`config.mk`:
```
export PLATFORM = sky130hd
export DESIGN_NAME = ioctl_sdram_loader
export DESIGN_NICKNAME = d
export VERILOG_FILES = /design/src/rtl/pcfx_load_pkg.sv /design/src/rtl/sync_fifo.sv /design/src/rtl/ioctl_sdram_loader.sv
export SDC_FILE = /design/constraint.sdc
export NUM_CORES = 1
export LEC_CHECK = 0
export CORE_ASPECT_RATIO = 1.1
export CORE_UTILIZATION = 31
export CTS_BUF_LIST = sky130_fd_sc_hd__clkbuf_4
export DETAILED_ROUTE_END_ITERATION = 16
export DONT_BUFFER_PORTS = 1
export PLACE_DENSITY_LB_ADDON = 0.2
export SYNTH_ARGS = -nofsm -noshare
export SYNTH_HDL_FRONTEND = slang
export SYNTH_SLANG_ARGS = --single-unit
```
`constraint.sdc`:
```
create_clock -name clk_sys -period 2.7 [get_ports clk_sys]
set_input_delay 0.27 -clock clk_sys [delete_from_list [all_inputs] [get_ports clk_sys]]
set_output_delay 0.27 -clock clk_sys [all_outputs]
set_load 0.1 [all_outputs]
```
`src/rtl/pcfx_load_pkg.sv`:
```
// Shared definitions for the HPS-to-SDRAM ROM loader: FSM states, file indices
// and the BIOS region size.
package pcfx_load_pkg;

  typedef enum logic [1:0] {
    ST_IDLE   = 2'd0,
    ST_ACTIVE = 2'd1,
    ST_DRAIN  = 2'd2,
    ST_DONE   = 2'd3
  } load_state_e;

  localparam logic [5:0]  IDX_BIOS  = 6'd0;
  localparam logic [24:0] BIOS_SIZE = 25'h100000;

  // HPS files arrive little-endian; the SDRAM image expects the bytes swapped.
  function automatic logic [15:0] bios_swap(input logic [15:0] d);
    return {d[7:0], d[15:8]};
  endfunction

endpackage

```
`src/rtl/sync_fifo.sv`:
```
// Single-clock FIFO with occupancy count; pushes when full and pops when empty
// are ignored.
module sync_fifo #(
  parameter int WIDTH = 8,
  parameter int DEPTH = 4
) (
  input  logic                   clk_sys,
  input  logic                   reset_n,
  input  logic                   push,
  input  logic [WIDTH-1:0]       wdata,
  input  logic                   pop,
  output logic [WIDTH-1:0]       rdata,
  output logic [$clog2(DEPTH):0] count,
  output logic                   full,
  output logic                   empty
);

  localparam int AW = $clog2(DEPTH);
  localparam int CW = AW + 1;

  logic [WIDTH-1:0] mem [DEPTH];
  logic [AW-1:0]    wr_ptr;
  logic [AW-1:0]    rd_ptr;
  logic             do_push;
  logic             do_pop;

  assign full    = (count == CW'(DEPTH));
  assign empty   = (count == '0);
  assign do_push = push & ~full;
  assign do_pop  = pop & ~empty;
  assign rdata   = mem[rd_ptr];

  // Storage carries no reset; only the pointers and count define validity.
  always_ff @(posedge clk_sys) begin
    if (do_push) mem[wr_ptr] <= wdata;
  end

  always_ff @(posedge clk_sys or negedge reset_n) begin
    if (!reset_n) begin
      wr_ptr <= '0;
      rd_ptr <= '0;
      count  <= '0;
    end else begin
      if (do_push) wr_ptr <= wr_ptr + AW'(1);
      if (do_pop)  rd_ptr <= rd_ptr + AW'(1);
      case ({do_push, do_pop})
        2'b10:   count <= count + CW'(1);
        2'b01:   count <= count - CW'(1);
        default: count <= count;
      endcase
    end
  end

endmodule

```
`src/rtl/ioctl_sdram_loader.sv`:
```
// Streams HPS ioctl downloads into SDRAM through a small write FIFO, holding
// the core in reset while a load is in progress.
module ioctl_sdram_loader #(
  parameter int          FIFO_DEPTH = 4,
  parameter logic [24:0] BIOS_SIZE  = pcfx_load_pkg::BIOS_SIZE
) (
  input  logic        clk_sys,
  input  logic        reset_n,
  input  logic        ioctl_download,
  input  logic [7:0]  ioctl_index,
  input  logic        ioctl_wr,
  input  logic [24:0] ioctl_addr,
  input  logic [15:0] ioctl_dout,
  output logic        ioctl_wait,
  output logic        ram_req,
  output logic [24:0] ram_addr,
  output logic [15:0] ram_wdata,
  input  logic        ram_ack,
  output logic        core_hold,
  output logic        load_done,
  output logic        load_err,
  output logic [1:0]  state_dbg
);

  import pcfx_load_pkg::*;

  localparam int CW = $clog2(FIFO_DEPTH) + 1;
  localparam int FW = 24 + 16;

  load_state_e   state;
  load_state_e   state_nxt;
  logic          dl_q;
  logic [5:0]    idx_q;
  logic          err_q;
  logic          req_q;

  logic          start;
  logic          wr_bios;
  logic          in_range;
  logic          push;
  logic          pop;
  logic          err_set;
  logic [FW-1:0] fifo_wdata;
  logic [FW-1:0] fifo_rdata;
  logic [CW-1:0] fifo_count;
  logic          fifo_full;
  logic          fifo_empty;
  logic          unused_bits;

  assign unused_bits = ^{ioctl_index[7:6], ioctl_addr[0]};

  assign start    = (state == ST_IDLE) && ioctl_download && !dl_q;
  assign wr_bios  = (state == ST_ACTIVE) && ioctl_wr && (idx_q == IDX_BIOS);
  assign in_range = (ioctl_addr < BIOS_SIZE);
  assign push     = wr_bios && in_range && !fifo_full;
  assign err_set  = wr_bios && (!in_range || fifo_full);

  // SDRAM handshake: ram_req rises with the FIFO head on ram_addr/ram_wdata and
  // holds them unchanged until the controller answers with a one-cycle ram_ack;
  // that cycle pops the head and drops ram_req, so only one request is in flight.
  assign pop = req_q && ram_ack;

  assign fifo_wdata = {ioctl_addr[24:1], bios_swap(ioctl_dout)};

  sync_fifo #(
    .WIDTH (FW),
    .DEPTH (FIFO_DEPTH)
  ) u_fifo (
    .clk_sys (clk_sys),
    .reset_n (reset_n),
    .push    (push),
    .wdata   (fifo_wdata),
    .pop     (pop),
    .rdata   (fifo_rdata),
    .count   (fifo_count),
    .full    (fifo_full),
    .empty   (fifo_empty)
  );

  always_comb begin
    state_nxt = state;
    case (state)
      ST_IDLE:   if (start) state_nxt = ST_ACTIVE;
      ST_ACTIVE: if (!ioctl_download) state_nxt = ST_DRAIN;
      ST_DRAIN:  if (fifo_empty && !req_q && !ram_ack) state_nxt = ST_DONE;
      ST_DONE:   state_nxt = ST_IDLE;
      default:   state_nxt = ST_IDLE;
    endcase
  end

  // dl_q resets high so a download already active at reset release is not
  // mistaken for a fresh rising edge.
  always_ff @(posedge clk_sys or negedge reset_n) begin
    if (!reset_n) begin
      state <= ST_IDLE;
      dl_q  <= 1'b1;
      idx_q <= '0;
      err_q <= 1'b0;
      req_q <= 1'b0;
    end else begin
      state <= state_nxt;
      dl_q  <= ioctl_download;
      if (start) begin
        idx_q <= ioctl_index[5:0];
        err_q <= 1'b0;
      end else if (err_set) begin
        err_q <= 1'b1;
      end
      if (pop)                       req_q <= 1'b0;
      else if (!req_q && !fifo_empty) req_q <= 1'b1;
    end
  end

  assign ioctl_wait = (fifo_count >= CW'(FIFO_DEPTH - 1));
  assign ram_req    = req_q;
  assign ram_addr   = {fifo_rdata[FW-1:16], 1'b0};
  assign ram_wdata  = fifo_rdata[15:0];
  assign core_hold  = (state == ST_ACTIVE) || (state == ST_DRAIN);
  assign load_done  = (state == ST_DONE);
  assign load_err   = err_q;
  assign state_dbg  = state;

endmodule

```
==> impl_metrics.tcl, run 1 <==
set metrics [dict create \
    status "finished clean" \
    worst_slew_pin_slew_ps 907.8 \
    cts_buffers 17 \
    syn_area_per_cell_um2 23.00 \
    via_per_inst 4.537 \
    grt_max_degree 42 \
    arrival_ps 2840 \
    ff2ff_path_depth 12 \
    worst_setup_path_end_kind "register" \
    nNetsFinal 432 \
    num-fill-cells 1992 \
    cts.clk_slew.worst_paths_ps 150 \
    place_congestion 0.6860 \
    cp_common_cell "inv_1" \
    hp-class "primary input to register" \
    root_buffer "clkbuf_4" \
    crit_type "register to register" \
    die-area_um2 22330 \
    initial_core_util 0.3164 \
    ys_ff_latch 178 \
    synth_nets 357 \
    drive_gt1_frac 0.2913 \
    fin_skew_ps 22.66 \
    dr.pass1.iters 4 \
    worstPathMaxFanout 7 \
    drc_errors 0 \
    period_share 0.8837 \
    grtUsageTotal 0.1215 \
    critPathSlowestCell "nor4b_4" \
    grt-ovfl-total 0 \
    setup_viol 0 \
    synth_cell_types 35 \
    crit_path_start_kind "register" \
    boundaryPins 102 \
    h-tree-depth 4 \
    cp.required_ps 3150 \
    antenna_found_initial 0 \
    maxCapViolCount 0 \
    synthCells 293 \
    syn_to_final_growth_pct 20.18 \
    clk_latency_ps 560 \
    clkSinkCount 178 \
    fin_crit_ps 2386 \
    finalWirelength_um 12630 \
    rsz0062_at_grt "false" \
    num_vias 3049 \
    hold_depth 4 \
    cpPeakStageDelay_ps 460 \
    dieWidth_um 142.6 \
    cp_top_family "simple AND/OR/NAND/NOR gates" \
    synth_flop_cell "edfxtp_1" \
    fin_setup_tns_ps 0 \
    detail_route.iter0.violations 132 \
    hold_viol 0 \
    core_um2 21300 \
    path_cells "inv_1 -> ha_1 -> and2_1 -> nand2_1 -> nor4b_4 -> inv_1 -> ha_1 -> inv_1 -> fa_1 -> xor2_1 -> nor2_1 -> xor2_1" \
    critPathBufInv 3 \
    cts_tree "yes" \
    first_global_vias 3432 \
    detail-route-antenna-nets 0 \
    ys_warn_count 0 \
    dp_hpwl_um 7494 \
    slew_headroom 0.3948 \
    yosysSeqAreaShare 0.7800 \
    io_buffers 0 \
    report.final.slew_viol_count 0 \
    die_h_um 156.6 \
    max_freq_ghz 0.4191 \
    wl_per_cell_um 18.79 \
    cp.depth 12 \
    async_reset_ff_frac 0.1011 \
    synth-edff-count 160 \
    grt_pass1_wl_um 19360 \
    rrSetupSlack_ps 310 \
    clock_path_buffers 2 \
    rows 56 \
    netlist_area_um2 6739 \
]
path summary, 6_finish.rpt:
check,from,endpoint
setup / recovery,state_dbg[1],u_fifo.count[2]
hold / removal,ioctl_addr[21],u_fifo.wr_ptr[0]
setup reg to reg,state_dbg[1],u_fifo.count[2]
hold reg to reg,idx_q[5],idx_q[5]
max in group asynchronous,reset_n,u_fifo.rd_ptr[0]
min in group asynchronous,reset_n,idx_q[2]
cells in the mapped netlist (2+ instances only):
library cell / n / share of area
and2_1: 5 / 0.0046
ha_1: 9 / 0.017
buf_1: 3 / 0.0017
buf_2: 6 / 0.0045
inv_1: 8 / 0.0045
edfxtp_1: 160 / 0.71
nand2_1: 4 / 0.0022
xnor2_1: 3 / 0.0039
mux2_2: 6 / 0.010
mux2_1: 2 / 0.0033
xor2_1: 3 / 0.0039
dfrtp_1: 17 / 0.063
and3_1: 2 / 0.0019
nor2_1: 5 / 0.0028
mux4_2: 40 / 0.13
worst register-to-register path, cell delays in order, from the launching register on:
cell	delay, ps
dfrtp_2	430
inv_1	70
ha_1	160
and2_1	150
nand2_1	90
nor4b_4	460
inv_1	100
ha_1	220
inv_1	80
fa_1	180
xor2_1	150
nor2_1	70
xor2_1	140
stage by stage:
stage	util	setup WS, ps	hold WS [ps]	area (µm²)	cells
2_1_floorplan	-	134.0	-25.59	6746	293
3_3_place_gp	0.3419	373.8	-25.07	7282	588
3_5_place_dp	0.3419	293.8	-25.05	7282	588
4_1_cts	0.3801	234.5	41.16	8097	671
5_1_grt	0.3801	126.6	71.63	8097	671
6_report	0.3802	314.1	107.6	8099	672
per-layer routing:
metal	up-vias	part of all wire	wire (µm)	global-route usage
met5	-	0	0	0
met4	0	0.015	189	0.04608
li1	1345	-	-	-
met2	86	0.50	6348	0.2066
met1	1605	0.43	5463	0.1434
met3	13	0.049	624	0.03825
registers in the layout (all words and copies together) (netlist names):
register,count
load_err,1
u_fifo.mem,160
dl_q,1
ram_req,1
state_dbg,2
u_fifo.count,3
idx_q,6
u_fifo.wr_ptr,2
u_fifo.rd_ptr,2
cell usage in the layout, fill, tap and decap left out, types with 4 or more instances in the layout:
cell and n:
ha_1 9, buf_4 9, and2_2 4, buf_12 9, clkbuf_4 17, dfrtp_1 13
mux4_2 40, nand2_1 4, inv_1 8, edfxtp_1 160, nor2_1 5, dlygate4sd3_1 49
mux2_2 6, inv_6 6
cell families after synthesis:
family	count (synthesis)	synth area share
AO/OA/AOI/OAI	7	0.008540
XOR/XNOR	6	0.007799
adder cells (fa/ha/maj)	10	0.01968
buffers and inverters	20	0.01281
flip-flops	178	0.7800
multiplexers	49	0.1485
other	1	0.0005565
AND/OR/NAND/NOR	22	0.02209
final cells by class:
| class | instances | area, µm² | area share |
|---|---|---|---|
| diodes | 1 | 2.502 | 0.0003090 |
| well taps | 290 | 362.8 | 0.04480 |
| multi-input cells | 95 | 1401 | 0.1730 |
| flip-flops and latches | 178 | 5264 | 0.6499 |
| repair buffers | 67 | 738.2 | 0.09115 |
| clock buffers | 17 | 127.6 | 0.01576 |
| clock inverters | 15 | 168.9 | 0.02086 |
| inverters | 9 | 33.78 | 0.004171 |
what timing repair did:
item                                   in CTS  in global routing
gates resized for setup                     0                  0
setup endpoints to repair                  25                  0
endpoints found under the hold margin     188                  0
setup buffers                               2                  0
hold buffers                               49                  0
Power of run 1 is left out: the tool's default activity adds up to more than one toggle a clock period on the data nets, which glitch-free logic cannot reach.
==> run 2, diff against run 1 <==
- CELL_PAD_IN_SITES_DETAIL_PLACEMENT: unset -> 0
- CELL_PAD_IN_SITES_GLOBAL_PLACEMENT: unset -> 2
- CORE_MARGIN: unset -> 10
==> run 2 against run 1 <==
  * Die area grew 26%
  * Via count shrank 1.5%
  * Register-to-register slack gained 190 ps
  * Critical path type is now register to primary output
  * Count of clock-buffer cells in the layout is the same
  * Highest routed layer unchanged
  * Fmax shrank 2.9%
  * Sequential share of layout area is essentially flat
  * Worst setup slack lost 71 ps
==> impl_metrics.tcl, run 2 (synthesis gave the netlist of run 1 again) <==
set metrics [dict create \
    drive_gt1_frac 0.2906 \
    wl_met1_um 5787 \
    first_global_vias 3444 \
    clkSinkCount 178 \
    finalWirelength_um 13790 \
    cp_top_family "multiplexers" \
    place_congestion 0.6630 \
    worst_slew_pin_slew_ps 905.7 \
    path_cells "buf_12 -> mux4_2" \
    worst_setup_path_end_kind "primary output" \
    report.final.slew_viol_count 0 \
    cts_tree "yes" \
    wl_per_cell_um 20.49 \
    die_h_um 174.6 \
    h-tree-depth 4 \
    status "finished clean" \
    io_buffers 0 \
    rsz0062_at_grt "false" \
    core_um2 21370 \
    detail-route-antenna-nets 0 \
    layout_commonest_cell "edfxtp_1" \
    num-fill-cells 1969 \
    drc_errors 0 \
    fin_skew_ps 22.47 \
    dp_hpwl_um 8802 \
    rows 56 \
    boundaryPins 102 \
    slew_headroom 0.3962 \
    ff2ff_path_depth 8 \
    setup_viol 0 \
    via_per_inst 4.464 \
    layout_common_cells "160 x edfxtp_1, 49 x dlygate4sd3_1, 40 x mux4_2, 17 x clkbuf_4, 13 x dfrtp_1" \
    dieWidth_um 160.6 \
    top_regs "u_fifo.mem: 160 flops, idx_q: 6 flops, u_fifo.count: 3 flops" \
    root_buffer "clkbuf_4" \
    hp-class "primary input to register" \
    critPathSlowestCell "mux4_2" \
    dr.pass1.iters 4 \
    met3_wirelength_um 852 \
    cts-resized-gates 0 \
    antenna_found_initial 1 \
    hold_viol 0 \
    cp.depth 2 \
    clk_latency_ps 540 \
    cpPeakStageDelay_ps 810 \
    fin_crit_ps 2457 \
    grt_pass1_wl_um 21070 \
    grt-ovfl-total 0 \
    clock_path_buffers 2 \
    crit_type "register to primary output" \
    cts.clk_slew.worst_paths_ps 120 \
    critPathBufInv 1 \
    crit_path_start_kind "register" \
    num_vias 3004 \
    grtUsageTotal 0.1014 \
    maxCapViolCount 0 \
    die-area_um2 28040 \
    worstPathMaxFanout 15 \
    max_freq_ghz 0.4070 \
    detail_route.iter0.violations 151 \
    cts_buffers 17 \
    grt_max_degree 27 \
    routed.top_layer "met4" \
    hold_depth 2 \
    initial_core_util 0.3153 \
    top_register "u_fifo.mem" \
    nNetsFinal 434 \
    arrival_ps 2190 \
    syn_to_final_growth_pct 20.11 \
    wl_met2_um 7029 \
    fin_setup_tns_ps 0 \
    largest_register_ffs 160 \
    period_share 0.9100 \
    cp.required_ps 2430 \
]
==> run 2: path summary, 6_finish.rpt <==
path,startpoint,to,slack [ps]
min in group asynchronous,reset_n,idx_q[1],280
setup reg to reg,state_dbg[1],u_fifo.mem[0][19],500
hold / removal,ram_ack,u_fifo.rd_ptr[0],80
setup / recovery,u_fifo.rd_ptr[0],ram_addr[6],240
hold reg to reg,idx_q[5],idx_q[5],530
max in group asynchronous,reset_n,u_fifo.rd_ptr[0],1740
==> run 2: area by class of cell <==
type / count / area, µm² / area share
well taps: 290 / 362.8 / 0.04483
clock buffers: 17 / 127.6 / 0.01577
diodes: 1 / 2.502 / 0.0003092
flip-flops and latches: 178 / 5264 / 0.6503
repair buffers: 69 / 748.2 / 0.09244
clock inverters: 14 / 153.9 / 0.01901
multi-input cells: 95 / 1401 / 0.1731
inverters: 9 / 33.78 / 0.004174
==> run 2: metrics by stage <==
step / setup slack [ps] / instance area, µm² / hold slack [ps] / cells / utilization
after floorplan: 134.0 / 6746 / -25.59 / 293 / -
after global placement: 459.8 / 7305 / -24.82 / 591 / 0.3418
after detailed placement: 454.7 / 7305 / -24.83 / 591 / 0.3418
after CTS: 108.5 / 8092 / 10.29 / 672 / 0.3786
after global routing: 58.48 / 8094 / 29.03 / 673 / 0.3787
final: 243.1 / 8094 / 83.97 / 673 / 0.3787
==> run 2: layer usage <==
metal | vias up | track usage
li1 | 1342 | -
met1 | 1584 | 0.1170
met2 | 70 | 0.1678
met3 | 8 | 0.04114
met4 | 0 | 0.03446
met5 | - | 0
==> run 2: repair_timing <==
action / in CTS / in global routing
setup buffers: 1 / 0
hold buffers: 49 / 0
hold endpoints to repair: 187 / 0
endpoints found under the setup margin: 23 / 0
==> run 2: worst register-to-register path, delay by kind of cell (launching register included) <==
family,cells,cell delay [ps]
simple gates,4,840
buf+inv,3,490
flops,1,430
fa+ha+maj,1,160
Power of run 2 is left out for the same reason.
